File: config.mk
export PLATFORM = sky130hd
export DESIGN_NAME = camera_controller
export DESIGN_NICKNAME = d
export VERILOG_FILES = /design/src/rtl/camera_controller_pkg.sv /design/src/rtl/camera_controller_ff_ar_en.sv /design/src/rtl/camera_controller.sv
export SDC_FILE = /design/constraint.sdc
export NUM_CORES = 1
export LEC_CHECK = 0
export ABC_AREA = 1
export CAP_MARGIN = 0
export CORE_ASPECT_RATIO = 0.75
export CORE_MARGIN = 2
export CORE_UTILIZATION = 61
export DETAILED_ROUTE_END_ITERATION = 12
export PLACE_DENSITY = 0.85
export SLEW_MARGIN = 20
export SYNTH_ARGS = -nofsm -noshare
export SYNTH_HDL_FRONTEND = slang
export SYNTH_SLANG_ARGS = --single-unit
export TNS_END_PERCENT = 5
File: constraint.sdc
create_clock -name clk -period 3.2 [get_ports clk]
set_clock_uncertainty 0.1 [all_clocks]
set_input_delay 0.32 -clock clk [delete_from_list [all_inputs] [get_ports clk]]
set_output_delay 0.32 -clock clk [all_outputs]
set_load 0.05 [all_outputs]
File: src/rtl/camera_controller_pkg.sv
// Shared camera definitions: movement key codes, PS/2 set-2
// scan codes, controller FSM states and the scan-code decoder.
package camera_controller_pkg;

  // Bit 0 of every key code is the negate flag.
  typedef enum logic [2:0] {
    UPOS = 3'b000,
    UNEG = 3'b001,
    VPOS = 3'b010,
    VNEG = 3'b011,
    WPOS = 3'b100,
    WNEG = 3'b101
  } key_e;

  localparam logic [7:0] SC_UPOS = 8'h23;
  localparam logic [7:0] SC_UNEG = 8'h1C;
  localparam logic [7:0] SC_VPOS = 8'h24;
  localparam logic [7:0] SC_VNEG = 8'h15;
  localparam logic [7:0] SC_WPOS = 8'h1D;
  localparam logic [7:0] SC_WNEG = 8'h1B;

  typedef enum logic [1:0] {
    ST_IDLE  = 2'd0,
    ST_HELD  = 2'd1,
    ST_FLUSH = 2'd2
  } state_e;

  typedef struct packed {
    logic hit;
    key_e key;
  } scan_t;

  function automatic scan_t decode_scan(input logic [7:0] code);
    scan_t s;
    s.hit = 1'b1;
    s.key = UPOS;
    unique case (code)
      SC_UPOS: s.key = UPOS;
      SC_UNEG: s.key = UNEG;
      SC_VPOS: s.key = VPOS;
      SC_VNEG: s.key = VNEG;
      SC_WPOS: s.key = WPOS;
      SC_WNEG: s.key = WNEG;
      default: s.hit = 1'b0;
    endcase
    return s;
  endfunction

endpackage

File: src/rtl/camera_controller_ff_ar_en.sv
// Enabled register with asynchronous active-high reset.
// Ports: clk, rst, en (load enable), d (next value), q (state).
module ff_ar_en #(
  parameter int           W       = 1,
  parameter logic [W-1:0] RST_VAL = '0
) (
  input  logic         clk,
  input  logic         rst,
  input  logic         en,
  input  logic [W-1:0] d,
  output logic [W-1:0] q
);

  always_ff @(posedge clk or posedge rst) begin
    if (rst) begin
      q <= RST_VAL;
    end else if (en) begin
      q <= d;
    end
  end

endmodule

File: src/rtl/camera_controller.sv
// Keyboard-to-camera controller: tracks one held movement key,
// counts the cycles it is held and reports key/count on frame_req.
// Ports: clk, rst (async high), kb_valid/kb_code/kb_break (PS/2
// events), frame_req (report slot), key/cnt/ld_curr_camera (report).
module camera_controller
  import camera_controller_pkg::*;
#(
  parameter logic [31:0] MAX_CNT = 32'hFFFF_FFFF
) (
  input  logic        clk,
  input  logic        rst,
  input  logic        kb_valid,
  input  logic [7:0]  kb_code,
  input  logic        kb_break,
  input  logic        frame_req,
  output logic [2:0]  key,
  output logic [31:0] cnt,
  output logic        ld_curr_camera
);

  state_e      state_q, state_d;
  logic [31:0] acc_q, acc_d;
  key_e        cur_key_q, cur_key_d;

  scan_t       sc;
  logic        press;
  logic        rel_cur;
  logic [31:0] acc_inc;
  logic        rep;
  logic [31:0] rep_cnt;

  assign sc      = decode_scan(kb_code);
  assign press   = kb_valid && sc.hit && !kb_break;
  assign rel_cur = kb_valid && sc.hit && kb_break
                && (sc.key == cur_key_q);

  // Saturating increment; the guard also prevents 32-bit wrap.
  assign acc_inc = (acc_q >= MAX_CNT) ? MAX_CNT : acc_q + 32'd1;

  always_ff @(posedge clk or posedge rst) begin
    if (rst) begin
      state_q   <= ST_IDLE;
      acc_q     <= '0;
      cur_key_q <= UPOS;
    end else begin
      state_q   <= state_d;
      acc_q     <= acc_d;
      cur_key_q <= cur_key_d;
    end
  end

  always_comb begin
    state_d   = state_q;
    acc_d     = acc_q;
    cur_key_d = cur_key_q;
    rep       = 1'b0;
    rep_cnt   = acc_q;
    unique case (state_q)
      ST_IDLE: begin
        if (press) begin
          cur_key_d = sc.key;
          acc_d     = '0;
          state_d   = ST_HELD;
        end
      end
      ST_HELD: begin
        // The current cycle always counts, even when reported.
        acc_d = acc_inc;
        if (frame_req) begin
          rep     = 1'b1;
          rep_cnt = acc_inc;
          acc_d   = '0;
          if (rel_cur) begin
            state_d = ST_IDLE;
          end
        end else if (rel_cur) begin
          state_d = ST_FLUSH;
        end
      end
      ST_FLUSH: begin
        if (frame_req) begin
          rep     = 1'b1;
          acc_d   = '0;
          state_d = ST_IDLE;
        end
      end
      default: begin
        state_d = ST_IDLE;
        acc_d   = '0;
      end
    endcase
  end

  ff_ar_en #(.W(3), .RST_VAL(3'b000)) u_key (
    .clk (clk),
    .rst (rst),
    .en  (rep),
    .d   (cur_key_q),
    .q   (key)
  );

  ff_ar_en #(.W(32), .RST_VAL(32'd0)) u_cnt (
    .clk (clk),
    .rst (rst),
    .en  (rep),
    .d   (rep_cnt),
    .q   (cnt)
  );

  ff_ar_en #(.W(1), .RST_VAL(1'b0)) u_ld (
    .clk (clk),
    .rst (rst),
    .en  (1'b1),
    .d   (rep),
    .q   (ld_curr_camera)
  );

endmodule

==> results of run 1 <==
-- layout make-up --
type                       count  area [um^2]
multi-input combinational    496         2260
fill                         579         1730
clock buffer                   9          124
timing repair buffer          55          558
tap                           98          123
inverter                      58          218
sequential                    73         1830
clock inverter                 7         95.1
-- logic make-up after synthesis --
| family | synth area share, % |
|---|---|
| compound gates | 10.0 |
| xor+xnor | 0.792 |
| fa+ha+maj | 1.13 |
| buf+inv | 7.64 |
| flops | 41.3 |
| simple gates | 39.1 |
-- worst max-delay path, stage by stage --
cell	delay, ns
clkdlybuf4s50_1	0.46
inv_2	0.08
nand2_1	0.06
nor2_2	0.15
nand2_1	0.13
nand2_2	0.11
nor2_2	0.05
nand2_1	0.07
nand3_2	0.10
nand2_2	0.10
nand2_4	0.21
nor2_4	0.40
buf_12	0.19
nand2_1	0.09
nand2_1	0.07
-- sequential cells by signal, indices dropped and copies added (netlist names) --
register and count:
acc_q 32, u_cnt.q 32, cur_key_q 3, u_key.q 3
state_q 2, u_ld.q 1
-- stage by stage --
step	util, %	hold WS [ns]	worst slack, ns
6_report	75.1	0.308	0.769
2_1_floorplan	-	0.367	0.927
5_1_grt	75.1	0.394	0.607
4_1_cts	75.1	0.319	0.813
3_5_place_dp	71.9	0.377	0.484
3_3_place_gp	71.9	0.368	0.610
-- worst min-delay path by stage --
stage	start	endpoint	slack, ns
2_1_floorplan	state_q[1]	state_q[1]	0.37
3_3_place_gp	u_cnt.q[15]	u_cnt.q[15]	0.37
3_5_place_dp	u_cnt.q[22]	u_cnt.q[22]	0.38
4_1_cts	rst	acc_q[4]	0.32
5_1_grt	rst	u_cnt.q[5]	0.39
6_report	rst	acc_q[4]	0.31
-- synthesized netlist by cell type --
cell	number	area (um^2)
nand2_1	233	875
nand2_4	1	11.3
nand3_2	8	80.1
inv_1	56	210
or2_1	2	12.5
inv_2	2	7.51
nor3_1	10	50.1
clkbuf_1	12	45.0
o21ai_1	19	95.1
a21boi_1	1	7.51
nand3_1	34	170
xnor2_1	2	17.5
nor2_1	75	282
o21ai_0	63	315
nand2_2	11	68.8
dfrtp_1	73	1830
nor2_4	2	22.5
nor2_2	7	43.8
ha_1	4	50.1
or2_0	3	18.8
buf_6	4	45.0
xor2_1	2	17.5
nand4_1	5	31.3
a21oi_1	5	25.0
nand3b_1	7	52.6
or2_2	2	12.5
buf_2	6	30.0
-- where the power goes --
group / leakage, nW / internal [mW] / switching [mW] / total [mW]
registers: 0.966 / 1.13 / 0.114 / 1.24
logic: 1.46 / 0.571 / 1.34 / 1.92
clock network: 0.109 / 0.439 / 0.361 / 0.800
-- layout by cell type, fill, tap and decap left out, types with 3 or more instances in the layout --
cell type / instances
nand3_1: 34
o21ai_0: 63
o21ai_1: 19
nor2_2: 7
nand4_1: 5
or2_0: 3
inv_1: 55
a21oi_1: 5
buf_4: 5
dfrtp_1: 73
inv_2: 3
nand3_2: 8
clkbuf_8: 9
ha_1: 4
nor3_1: 10
nand3b_1: 7
nor2_1: 75
nand2_2: 11
clkdlybuf4s50_1: 48
nand2_1: 233
-- metal layers --
| metal | GRT usage (%) | part of all wire (%) | routed length, um | vias up |
|---|---|---|---|---|
| li1 | - | - | - | 2143 |
| met1 | 46.9 | 46 | 5440 | 2029 |
| met2 | 46.8 | 44 | 5150 | 207 |
| met3 | 5.95 | 8.8 | 1040 | 30 |
| met4 | 9.60 | 1.6 | 189 | 0 |
| met5 | 0 | 0 | 0 | - |
==> impl_metrics.ini, run 1 <==
[run_status]
status = completed

[place]
post_dp_cell_area_um2 = 4980
port_buffers = 48
routabilityCongestion = 1.01
hpwl_um = 8590
placedCellCount = 780

[detailed_routing]
dr.pass1.iters = 5
postRouteAntennaNets = 0
wl_per_cell_um = 14.8
wl_um = 11800
drtIter0Drc = 295
drc = 0
via_per_inst = 5.54
num_vias = 4409

[floorplan]
num_io_pins = 49
fp.coreArea_um2 = 6930
dieHeight_um = 77.7
dieArea_um2 = 7960
fp-row-count = 26
die_w_um = 102
initial_core_util_pct = 63.8

[clock_tree]
post_cts_buffers = 0
clkTransAtPathRegs_ns = 0.08
clock_path_buffers = 2
cts_tree = built
cts_buffers = 9
htree_levels = 3
cts_resized = 0
clk_latency_ns = 0.35
cts_root_buf = clkbuf_8
cts.sink_count = 73
cts_hold_buf = 0

[grt]
grt_pass1_wl_um = 19600
gr-total-overflow = 0
grt_max_degree = 40
grt_pass1_vias = 4081
grt_use_total_pct = 31.6
antenna_found_initial = 0

[timing]
grt_setup_unrepaired = no
layout_min_cycle_time_ns = 2.43
hold_viol = 0
fin_crit_sh_pct = 76.0
timing.slew.headroom_pct = 40.6
tightest_slew_ns = 0.890
setup_viol = 0
max_freq_mhz = 411
fin_setup_tns_ns = 0
drv_slew = 0

[synth]
netlist_area_um2 = 4420
ys_warn_count = 0
yosysSeqAreaShare_pct = 41.3
synth.distinct_cells = 27
synth_area_per_cell_um2 = 6.82
synthCells = 649
synth_nets = 666
ys_ff_latch = 73

[setup_path]
startpoint_type = primary input
reg2reg_depth = 10
worstPathArrival_ns = 2.63
end_kind = register
rr_startpoint = acc_q[0]
critPathKind = in -> reg
crit_fanout = 34
r2r_slack_ns = 0.78
r2r_end = u_cnt.q[2]
crit_start = kb_code[5]
crit_required_ns = 3.40
cp-endpoint = acc_q[8]

[cells_and_area]
fin_cells = 796
antenna_cells = 0
syn_to_final_growth_pct = 17.6
stdcell_area_um2 = 5200
layout-drive-gt1-share_pct = 8.17
nets = 710

[pwr]
power.density_nw_per_um2 = 761
peakVddDrop_v = 0.000461
leakagePower_nw = 2.54
total_power_mw = 3.96

[flow_run]
maxCapViolCount = 0

[min_path]
hold_class = in -> async
(Power assumes the default switching activity.)
==> inputs of run 2 (changes only) <==
CORE_UTILIZATION = 57   (was 61)
PLACE_DENSITY = 0.81   (was 0.85)
clock period = 2.25 ns   (was 3.2 ns; I/O delays follow)
==> run 2 against run 1 <==
Against the previous run:
- critical path type is now reg -> reg
- sequential share of layout area decreased by 0.92 points
- largest cell class unchanged
- clock power rose by 32%
- hold slack got worse by 0.14 ns
- largest power group unchanged
- global-route usage shrank 0.46 points
==> impl_metrics.ini, run 2 (same netlist as run 1, synthesis figures left out) <==
[clock_tree]
htree_levels = 3
cts_buffers = 9
clk_latency_ns = 0.35
cts_hold_buf = 0
clock_path_buffers = 2
cts_tree = built
cts.sink_count = 73
cts_root_buf = clkbuf_8
clkTransAtPathRegs_ns = 0.07

[setup_path]
crit_fanout = 6
critPathMaxStageDelay_ns = 0.43
end_kind = register
critPathBufInv = 2
crit_required_ns = 2.42
critPathSlowestCell = dfrtp_1
path_delay_family = simple AND/OR/NAND/NOR gates
startpoint_type = register
worstPathArrival_ns = 2.29
cpMostUsedCell = nand2_1
critPathKind = reg -> reg
path_cells = nand2_1 > nor3_1 > nand2_1 > nor2_4 > nand3_2 > buf_4 > nand2_1 > nor2_1 > inv_1 > nor2_1 > o21ai_1

[floorplan]
initial_core_util_pct = 59.5
die_w_um = 106
dieArea_um2 = 8490
num_io_pins = 49
fp-row-count = 27
dieHeight_um = 80.3
fp.coreArea_um2 = 7430

[timing]
setup_viol = 0
fin_setup_tns_ns = 0
max_freq_mhz = 472
fin_crit_sh_pct = 94.2
grt_setup_unrepaired = no
tightest_slew_ns = 0.563
layout_min_cycle_time_ns = 2.12
drv_slew = 0
timing.slew.headroom_pct = 62.5
hold_viol = 0

[place]
port_buffers = 48
hpwl_um = 8990
placedCellCount = 795
routabilityCongestion = 0.945

[grt]
grt_max_degree = 45
grt_pass1_vias = 4192
grt_use_total_pct = 31.1
antenna_found_initial = 0
gr-total-overflow = 0
grt_pass1_wl_um = 20700

[detailed_routing]
postRouteAntennaNets = 0
wl_um = 12300
drc = 0
wl_per_cell_um = 15.2
drtIter0Drc = 272
dr.pass1.iters = 5
via_per_inst = 5.40
num_vias = 4404

[pwr]
pwr-share-clk_pct = 18.6
total_power_mw = 5.72
p_int_mw = 3.09
leakagePower_nw = 2.62
swShare_pct = 46.0
power_frac_seq_pct = 30.9
peakVddDrop_v = 0.000746
p_sw_mw = 2.63
power.density_nw_per_um2 = 1070
p_comb_share_pct = 50.5

[cells_and_area]
multi_input_area_um2 = 2280
layout_common_cells = nand2_1 (232), nor2_1 (75), dfrtp_1 (72), o21ai_0 (63), inv_1 (55)
layout_commonest_cell = nand2_1
fin_cells = 815
antenna_cells = 0
top_regs = acc_q (32), u_cnt.q (32)
nFillCells = 643
layout-drive-gt1-share_pct = 10.6
seqCellArea_um2 = 1830
syn_to_final_growth_pct = 20.9
nets = 727

[run_status]
status = completed

[min_path]
hold_class = in -> async

[flow_run]
maxCapViolCount = 0
run 2: cell types whose count changed in the layout (fill, tap and decap cells not counted), sizes merged:
cell / before / now
clkinv: 4 / 2
buf: 7 / 24
clkbuf: 9 / 12
clkinvlp: 1 / 0
bufinv: 2 / 1
run 2: cell type report:
| cell class | count | share of cell area [%] |
|---|---|---|
| Tap cell | 101 | 2.36 |
| Clock buffer | 12 | 2.90 |
| Clock inverter | 3 | 0.749 |
| Sequential cell | 73 | 34.2 |
| Inverter | 58 | 4.07 |
| Multi-Input combinational cell | 496 | 42.6 |
| Timing Repair Buffer | 72 | 13.1 |
run 2: per-stage QoR:
step	util, %	worst slack [ns]	hold WS [ns]	instance area, um^2
final	71.9	0.131	0.168	5350
after detailed placement	68.5	0.0213	0.372	5090
after global routing	71.9	0.00374	0.222	5350
after global placement	68.5	0.108	0.364	5090
after CTS	71.1	0.0264	0.181	5290
after floorplan	-	0.0717	0.299	4420
run 2: worst register-to-register path: stages, from the launching register on:
cell	delay, ns
dfrtp_1	0.43
nand2_1	0.14
nor3_1	0.27
nand2_1	0.18
nor2_4	0.17
nand3_2	0.17
buf_4	0.21
nand2_1	0.06
nor2_1	0.04
inv_1	0.08
nor2_1	0.04
o21ai_1	0.13
run 2: final timing paths:
check	cells after the start	endpoint	start	slack, ns
setup / recovery	11	u_cnt.q[28]	acc_q[11]	0.13
hold / removal	3	u_cnt.q[29]	rst	0.17
setup reg to reg	11	u_cnt.q[28]	acc_q[11]	0.13
hold reg to reg	2	u_cnt.q[27]	u_cnt.q[27]	0.38
max in group asynchronous	3	u_cnt.q[14]	rst	1.42
min in group clk	2	u_cnt.q[27]	u_cnt.q[27]	0.38
run 2: power by group through the flow:
stage / sequential [mW] / combinational, mW / clock, mW
2_1_floorplan: 2.62 / 1.04 / 0
3_3_place_gp: 1.78 / 2.78 / 0
6_report: 1.77 / 2.89 / 1.06
3_5_place_dp: 1.80 / 2.85 / 0
5_1_grt: 1.80 / 3.10 / 1.13
4_1_cts: 1.77 / 2.86 / 1.08
run 2: routing by layer:
metal	track usage, %	vias up	wire length [um]
li1	-	2167	-
met1	44.9	2056	5870
met2	49.3	170	5500
met3	5.93	11	870
met4	5.92	0	107
met5	0	-	0
run 2: what timing repair did:
item                       in CTS  in global routing
gates resized for setup         0                  7
buffers inserted                0                  5
setup endpoints to repair       0                 42
